File: src/rtl/jhash_pkg.sv
// Shared definitions for the Jenkins hash key feeder.
// Contents: FSM state enum, word/hash/length width constants and the
// result record (hash value plus error flag) returned to the requester.
package jhash_pkg;

    localparam int JH_WORD_W = 64;
    localparam int JH_HASH_W = 32;
    localparam int JH_LEN_W  = 12;

    typedef enum logic [1:0] {
        IDLE = 2'd0,
        SEND = 2'd1,
        WAIT = 2'd2,
        RESP = 2'd3
    } jh_state_t;

    typedef struct packed {
        logic [JH_HASH_W-1:0] hash;
        logic                 err;
    } jh_result_t;

endpackage

File: src/rtl/jhash_key_feeder_if.sv
// Bundle of every non-clock signal of the key feeder: key request channel,
// word stream toward the hash core, core completion strobe and the result
// channel.
//
// Handshake rule for both key_* and res_* channels: a transfer happens on a
// rising clk edge where valid and ready are both 1. The producer keeps valid
// and its payload stable until that edge; ready may change freely and never
// depends on the same cycle's valid.
//
// Modports:
//   slave  - the feeder itself
//   master - the environment (flow-lookup request path + hash core)
interface jhash_key_feeder_if
    import jhash_pkg::*;
#(
    parameter int MAX_WORDS = 4,
    parameter int CNT_W     = 3,
    parameter int LEN_W     = 12
);
    logic                           key_valid;
    logic                           key_ready;
    logic [JH_WORD_W*MAX_WORDS-1:0] key_data;
    logic [CNT_W-1:0]               key_words;

    logic                           hash_ce;
    logic [JH_WORD_W-1:0]           hash_id;
    logic                           hash_last;
    logic [LEN_W-1:0]               hash_len;
    logic                           hash_done;
    logic [JH_HASH_W-1:0]           hash_dout;

    logic                           res_valid;
    logic                           res_ready;
    logic [JH_HASH_W-1:0]           res_hash;
    logic                           res_err;

    modport slave (
        input  key_valid, key_data, key_words, hash_done, hash_dout, res_ready,
        output key_ready, hash_ce, hash_id, hash_last, hash_len,
               res_valid, res_hash, res_err
    );

    modport master (
        output key_valid, key_data, key_words, hash_done, hash_dout, res_ready,
        input  key_ready, hash_ce, hash_id, hash_last, hash_len,
               res_valid, res_hash, res_err
    );

endinterface

File: src/rtl/jhash_word_mux.sv
// Registered word selector. When issue is high, the word of key selected by
// idx is registered onto word together with ce=1 and the supplied last flag;
// otherwise all three outputs register to zero.
// Ports:
//   clk, rst   clock, synchronous active-high reset
//   issue      emit a word on the next cycle
//   idx        word index into key
//   last       final-word flag to accompany the word
//   key        packed key, word i at [64*i +: 64]
//   word/ce/word_last  registered outputs to the hash core
module jhash_word_mux
    import jhash_pkg::*;
#(
    parameter int MAX_WORDS = 4,
    parameter int CNT_W     = 3
) (
    input  logic                           clk,
    input  logic                           rst,
    input  logic                           issue,
    input  logic [CNT_W-1:0]               idx,
    input  logic                           last,
    input  logic [JH_WORD_W*MAX_WORDS-1:0] key,
    output logic [JH_WORD_W-1:0]           word,
    output logic                           ce,
    output logic                           word_last
);

    logic [JH_WORD_W-1:0] sel_word;

    // Compare-based select keeps an out-of-range idx from reading past key.
    always_comb begin
        sel_word = '0;
        for (int i = 0; i < MAX_WORDS; i++) begin
            if (idx == CNT_W'(i)) begin
                sel_word = key[i*JH_WORD_W +: JH_WORD_W];
            end
        end
    end

    always_ff @(posedge clk) begin
        if (rst || !issue) begin
            word      <= '0;
            ce        <= 1'b0;
            word_last <= 1'b0;
        end else begin
            word      <= sel_word;
            ce        <= 1'b1;
            word_last <= last;
        end
    end

endmodule

File: src/rtl/jhash_key_feeder.sv
// Front end of the Jenkins hash core. Accepts one key per transaction,
// streams its 64-bit words to the core (ce/last/len sideband), waits for the
// core's done strobe (with timeout) and returns the hash on the result
// channel.
// Ports:
//   clk, rst    clock, synchronous active-high reset
//   bus         jhash_key_feeder_if.slave (key, hash core and result signals)
//   fsm_state   current FSM state, for observation
module jhash_key_feeder
    import jhash_pkg::*;
#(
    parameter int MAX_WORDS = 4,
    parameter int CNT_W     = 3,
    parameter int LEN_W     = 12,
    parameter int TIMEOUT   = 16
) (
    input  logic                 clk,
    input  logic                 rst,
    jhash_key_feeder_if.slave    bus,
    output jh_state_t            fsm_state
);

    localparam int              TMO_W    = $clog2(TIMEOUT) + 1;
    localparam logic [TMO_W-1:0] TMO_LAST = TMO_W'(TIMEOUT - 1);
    localparam logic [CNT_W-1:0] MAX_CNT  = CNT_W'(MAX_WORDS);

    jh_state_t                      state_q, state_d;
    logic [CNT_W-1:0]               idx_q, idx_d;
    logic [TMO_W-1:0]               tmo_q, tmo_d;
    jh_result_t                     res_q, res_d;
    logic [JH_WORD_W*MAX_WORDS-1:0] key_q;
    logic [CNT_W-1:0]               len_q;
    logic [LEN_W-1:0]               hash_len_q;

    logic                           key_ready;
    logic                           accept;
    logic                           legal;
    logic                           issue;
    logic                           issue_last;
    logic [CNT_W-1:0]               issue_idx;
    logic [JH_WORD_W*MAX_WORDS-1:0] key_src;
    logic [CNT_W-1:0]               len_src;
    logic [CNT_W-1:0]               nxt_idx;
    logic [CNT_W-1:0]               last_idx;

    assign key_ready = (state_q == IDLE) && !rst;
    assign legal     = (bus.key_words != '0) && (bus.key_words <= MAX_CNT);
    assign nxt_idx   = idx_q + CNT_W'(1);
    assign last_idx  = len_q - CNT_W'(1);

    // Word 0 is issued on the accept edge straight from key_data, so while in
    // SEND idx_q names the word currently on hash_id and the mux is fed the
    // following one.
    always_comb begin
        state_d    = state_q;
        idx_d      = idx_q;
        tmo_d      = tmo_q;
        res_d      = res_q;
        accept     = 1'b0;
        issue      = 1'b0;
        issue_last = 1'b0;
        issue_idx  = '0;
        key_src    = key_q;
        len_src    = len_q;

        case (state_q)
            IDLE: begin
                if (bus.key_valid && key_ready) begin
                    accept  = 1'b1;
                    key_src = bus.key_data;
                    len_src = bus.key_words;
                    idx_d   = '0;
                    tmo_d   = '0;
                    if (legal) begin
                        issue      = 1'b1;
                        issue_last = (bus.key_words == CNT_W'(1));
                        state_d    = SEND;
                    end else begin
                        res_d   = '{hash: '0, err: 1'b1};
                        state_d = RESP;
                    end
                end
            end
            SEND: begin
                if (idx_q == last_idx) begin
                    idx_d   = '0;
                    tmo_d   = '0;
                    state_d = WAIT;
                end else begin
                    idx_d      = nxt_idx;
                    issue      = 1'b1;
                    issue_idx  = nxt_idx;
                    issue_last = (nxt_idx == last_idx);
                end
            end
            WAIT: begin
                // done wins over the terminal count when both land together
                if (bus.hash_done) begin
                    res_d   = '{hash: bus.hash_dout, err: 1'b0};
                    state_d = RESP;
                end else if (tmo_q == TMO_LAST) begin
                    res_d   = '{hash: '0, err: 1'b1};
                    state_d = RESP;
                end else begin
                    tmo_d = tmo_q + TMO_W'(1);
                end
            end
            RESP: begin
                if (bus.res_ready) begin
                    state_d = IDLE;
                end
            end
            default: state_d = IDLE;
        endcase
    end

    always_ff @(posedge clk) begin
        if (rst) begin
            state_q    <= IDLE;
            idx_q      <= '0;
            tmo_q      <= '0;
            res_q      <= '0;
            key_q      <= '0;
            len_q      <= '0;
            hash_len_q <= '0;
        end else begin
            state_q <= state_d;
            idx_q   <= idx_d;
            tmo_q   <= tmo_d;
            res_q   <= res_d;
            if (accept) begin
                key_q <= bus.key_data;
                len_q <= bus.key_words;
            end
            hash_len_q <= issue ? {{(LEN_W-CNT_W){1'b0}}, len_src} : '0;
        end
    end

    jhash_word_mux #(
        .MAX_WORDS (MAX_WORDS),
        .CNT_W     (CNT_W)
    ) u_word_mux (
        .clk       (clk),
        .rst       (rst),
        .issue     (issue),
        .idx       (issue_idx),
        .last      (issue_last),
        .key       (key_src),
        .word      (bus.hash_id),
        .ce        (bus.hash_ce),
        .word_last (bus.hash_last)
    );

    assign bus.key_ready = key_ready;
    assign bus.hash_len  = hash_len_q;
    assign bus.res_valid = (state_q == RESP);
    assign bus.res_hash  = res_q.hash;
    assign bus.res_err   = res_q.err;
    assign fsm_state     = state_q;

endmodule

File: src/flat_wrapper.sv
// flat-port wrapper written by rule: the top's interface ports become plain ports
module jhash_key_feeder_flat import jhash_pkg::*;
#(
    parameter int MAX_WORDS = 4,
    parameter int CNT_W     = 3,
    parameter int LEN_W     = 12,
    parameter int TIMEOUT   = 16
)
  (clk, rst, fsm_state, bus_key_valid, bus_key_data, bus_key_words, bus_hash_done, bus_hash_dout, bus_res_ready, bus_key_ready, bus_hash_ce, bus_hash_id, bus_hash_last, bus_hash_len, bus_res_valid, bus_res_hash, bus_res_err);
  jhash_key_feeder_if #(.MAX_WORDS(MAX_WORDS), .CNT_W(CNT_W), .LEN_W(LEN_W)) bus_i ();
  input  logic clk;
  input  logic rst;
  output jh_state_t fsm_state;
  input wire logic [$bits(bus_i.key_valid)-1:0] bus_key_valid;
  input wire logic [$bits(bus_i.key_data)-1:0] bus_key_data;
  input wire logic [$bits(bus_i.key_words)-1:0] bus_key_words;
  input wire logic [$bits(bus_i.hash_done)-1:0] bus_hash_done;
  input wire logic [$bits(bus_i.hash_dout)-1:0] bus_hash_dout;
  input wire logic [$bits(bus_i.res_ready)-1:0] bus_res_ready;
  output wire logic [$bits(bus_i.key_ready)-1:0] bus_key_ready;
  output wire logic [$bits(bus_i.hash_ce)-1:0] bus_hash_ce;
  output wire logic [$bits(bus_i.hash_id)-1:0] bus_hash_id;
  output wire logic [$bits(bus_i.hash_last)-1:0] bus_hash_last;
  output wire logic [$bits(bus_i.hash_len)-1:0] bus_hash_len;
  output wire logic [$bits(bus_i.res_valid)-1:0] bus_res_valid;
  output wire logic [$bits(bus_i.res_hash)-1:0] bus_res_hash;
  output wire logic [$bits(bus_i.res_err)-1:0] bus_res_err;
  assign bus_i.key_valid = bus_key_valid;
  assign bus_i.key_data = bus_key_data;
  assign bus_i.key_words = bus_key_words;
  assign bus_i.hash_done = bus_hash_done;
  assign bus_i.hash_dout = bus_hash_dout;
  assign bus_i.res_ready = bus_res_ready;
  assign bus_key_ready = bus_i.key_ready;
  assign bus_hash_ce = bus_i.hash_ce;
  assign bus_hash_id = bus_i.hash_id;
  assign bus_hash_last = bus_i.hash_last;
  assign bus_hash_len = bus_i.hash_len;
  assign bus_res_valid = bus_i.res_valid;
  assign bus_res_hash = bus_i.res_hash;
  assign bus_res_err = bus_i.res_err;
  jhash_key_feeder #(.MAX_WORDS(MAX_WORDS), .CNT_W(CNT_W), .LEN_W(LEN_W), .TIMEOUT(TIMEOUT)) u_core (.clk(clk), .rst(rst), .bus(bus_i), .fsm_state(fsm_state));
endmodule
File: config.mk
export PLATFORM = sky130hd
export DESIGN_NAME = jhash_key_feeder_flat
export DESIGN_NICKNAME = d
export VERILOG_FILES = /design/src/rtl/jhash_pkg.sv /design/src/rtl/jhash_key_feeder_if.sv /design/src/rtl/jhash_word_mux.sv /design/src/rtl/jhash_key_feeder.sv /design/src/flat_wrapper.sv
export SDC_FILE = /design/constraint.sdc
export NUM_CORES = 1
export LEC_CHECK = 0
export CAP_MARGIN = 20
export CORE_UTILIZATION = 48
export DETAILED_ROUTE_END_ITERATION = 8
export GPL_ROUTABILITY_DRIVEN = 0
export PLACE_DENSITY = 0.82
export REMOVE_ABC_BUFFERS = 1
export SKIP_LAST_GASP = 1
export SLEW_MARGIN = 20
export SYNTH_ARGS = -nofsm -noshare
export SYNTH_HDL_FRONTEND = slang
export SYNTH_SLANG_ARGS = --single-unit
File: constraint.sdc
create_clock -name clk -period 3 [get_ports clk]
set_input_delay 0.9 -clock clk [delete_from_list [all_inputs] [get_ports clk]]
set_output_delay 0.9 -clock clk [all_outputs]
set_load 0.02 [all_outputs]
==> flow_summary.toml <==
[critical_path]
critical_path.max_fanout = 5
cp.arrival_ps = 1810
path_class = "register to output pin"
worstPathCellList = "ha_1 > clkdlybuf4s50_1"
worstSetupStartpointType = "register"
slowest_stage = "clkdlybuf4s50_1"
max_stage_delay_ps = 660
r2r.worst_path.cells = 8
cp_data_required_time_ps = 2100
cp-end-kind = "output pin"

[timing]
max_freq_mhz = 369
fin_crit_sh_pct = 90.4
finClkSkew_ps = 16.8
layout_min_cycle_time_ps = 2710
setup_ws_ps = 288
finalHoldViolations = 0
final.setup.tns_ps = 0
slew_viol_final = 0
worst_slew_pin_slew_ps = 942
grt_setup_unrepaired = "false"
finalSetupViolCount = 0
maxSlewHeadroom_pct = 37.2

[clock_tree]
cts_hold_buf = 0
clk-insertion-delay-late_ps = 530
clock-sinks = 371
cts.path.max_buffers = 3
cts_tree = "done"
clk_pin_slew_ps = 60
cts_resized = 1
cts_buffers = 40
h-tree-depth = 2
postCtsSetupRepairBufs = 0
ctsRootBufferMaster = "clkbuf_16"

[grt]
gr-usage-all-layers_pct = 27.7
grt_start_max_net_pins = 215
overflow = 0
antenna_found_initial = 5
grt_pass1_vias = 13200
grt_pass1_wl_mm = 69.3

[power]
power_frac_comb_pct = 28.9
p_int_uw = 10100
clockPowerShare_pct = 33.0
p_sw_share_pct = 31.3
power_frac_seq_pct = 38.1
irDropWorstVdd_mv = 0.456
p_leak_uw = 0.00740
power_density_nw_per_um2 = 710
switchingPower_uw = 4610

[yosys]
netlist_area_um2 = 14900
synthArstFlopShare_pct = 0
avgSynthCellArea_um2 = 9.32
ys_types = 48
ys_seq_area_share_pct = 49.8
ys_warn_count = 0
synth.ff_latch_count = 371
synth_edf_count = 0
synthFlopType = "dfxtp_1"
syn_inst = 1600

[final_layout]
seq_area_um2 = 7430
fill_cells = 2352
nets = 2249
area_growth_pct = 39.3
drive_gt1_share_pct = 6.03
multi_input_area_um2 = 6900
layout_commonest_cell = "clkdlybuf4s50_1"
final_cell_mix = "clkdlybuf4s50_1, dfxtp_1, nor2_1, mux2i_1, a21oi_1"
postLayoutCellArea_um2 = 20800

[detailed_routing]
postRouteAntennaNets = 0
first_pass_iters = 5
wire_per_inst_um = 19.4
via_count = 13400
wirelength_mm = 46.1
drc = 0
avgViaCountPerCell = 5.64
drt-initial-drc-count = 1207

[worst_hold_path]
hold_depth = 2
min_path_type = "register to register"

[die]
die-area_um2 = 31800
num_rows = 64
boundaryPins = 411
dieHeight_um = 178
start_util_pct = 48.8
coreArea_um2 = 30600
die_x_um = 178

[placed_design]
placed_cell_area_um2 = 19400
dpl_worst_slack_ps = 67.3
port_buffers = 401
dpl.hpwl_mm = 29.4

[outcome]
status = "completed"

[run]
drv_cap = 0
-- state kept, by name, indices dropped and copies added (netlist names) --
| register | cells |
|---|---|
| u_core.fsm_state | 2 |
| u_core.bus.res_hash | 32 |
| u_core.u_word_mux.word | 64 |
| u_core.key_q | 256 |
| u_core.tmo_q | 5 |
| u_core.idx_q | 3 |
| u_core.u_word_mux.ce | 1 |
| u_core.bus.res_err | 1 |
| u_core.bus.hash_len | 3 |
| u_core.len_q | 3 |
| u_core.u_word_mux.word_last | 1 |
-- logic make-up after synthesis --
logic type | after synthesis | synth area share [%]
xor+xnor | 8 | 0.579
buf+inv | 161 | 4.62
other cells | 1 | 0.0251
simple gates | 537 | 16.7
mux | 260 | 17.5
fa+ha+maj | 9 | 0.755
compound gates | 253 | 10.0
flops | 371 | 49.8
-- power by group through the flow --
stage	Combinational, uW	Sequential (uW)	Clock, uW
after CTS	4240	5610	4940
after floorplan	2710	5770	0
after global routing	4560	5650	5140
final	4260	5610	4870
after global placement	4120	5690	0
after detailed placement	4200	5710	0
-- Yosys cell counts, types with 9 or more instances --
| master | n | area, um^2 |
|---|---|---|
| mux2i_1 | 259 | 2590 |
| buf_4 | 10 | 75.1 |
| a21oi_1 | 137 | 686 |
| a31oi_1 | 64 | 400 |
| or3_1 | 129 | 807 |
| ha_1 | 9 | 113 |
| nand2_1 | 9 | 33.8 |
| inv_1 | 12 | 45.0 |
| nor2_1 | 311 | 1170 |
| nor3_1 | 68 | 340 |
| dfxtp_1 | 371 | 7430 |
| clkbuf_1 | 105 | 394 |
| a22oi_1 | 32 | 240 |
| buf_2 | 32 | 160 |
-- critical path, delay by kind of cell, from the launching register on --
kind                     cells  cell delay [ps]
buffers and inverters        1              660
flip-flops                   1              380
adder cells (fa/ha/maj)      1              250
-- layout make-up --
cell class	instances	share of cell area (%)
Antenna cell	8	0.0964
Multi-Input combinational cell	1076	33.2
Clock buffer	58	5.64
Sequential cell	371	35.8
Inverter	12	0.217
Timing Repair Buffer	443	22.0
Tap cell	396	2.39
Clock inverter	12	0.681
-- final timing paths --
check	startpoint	to	slack, ps
min reg2reg	u_core.bus.res_err$_SDFFE_PP0P_	u_core.bus.res_err$_SDFFE_PP0P_	460
max reg2reg	u_core.len_q[0]$_SDFFE_PP0P_	u_core.u_word_mux.word[61]$_SDFF_PN0_	310
min	u_core.bus.res_err$_SDFFE_PP0P_	u_core.bus.res_err$_SDFFE_PP0P_	460
max	u_core.fsm_state[1]$_SDFFE_PP0P_	bus_res_valid	290
-- through the flow --
step           hold slack (ps)  power (uW)  cells  utilization [%]
2_1_floorplan              443        8480   1459                -
3_3_place_gp               444        9810   2298             63.5
3_5_place_dp               457        9910   2298             63.5
4_1_cts                    463       14800   2368             67.8
5_1_grt                    490       15300   2372             67.9
6_report                   463       14700   2376             67.9
-- layer usage --
| metal | track usage, % | vias up | share of wire, % |
|---|---|---|---|
| li1 | - | 6252 | - |
| met1 | 32.8 | 6392 | 39 |
| met2 | 48.0 | 630 | 49 |
| met3 | 5.29 | 122 | 7.9 |
| met4 | 13.2 | 0 | 3.5 |
| met5 | 0 | - | 0 |
(Power assumes the default switching activity.)
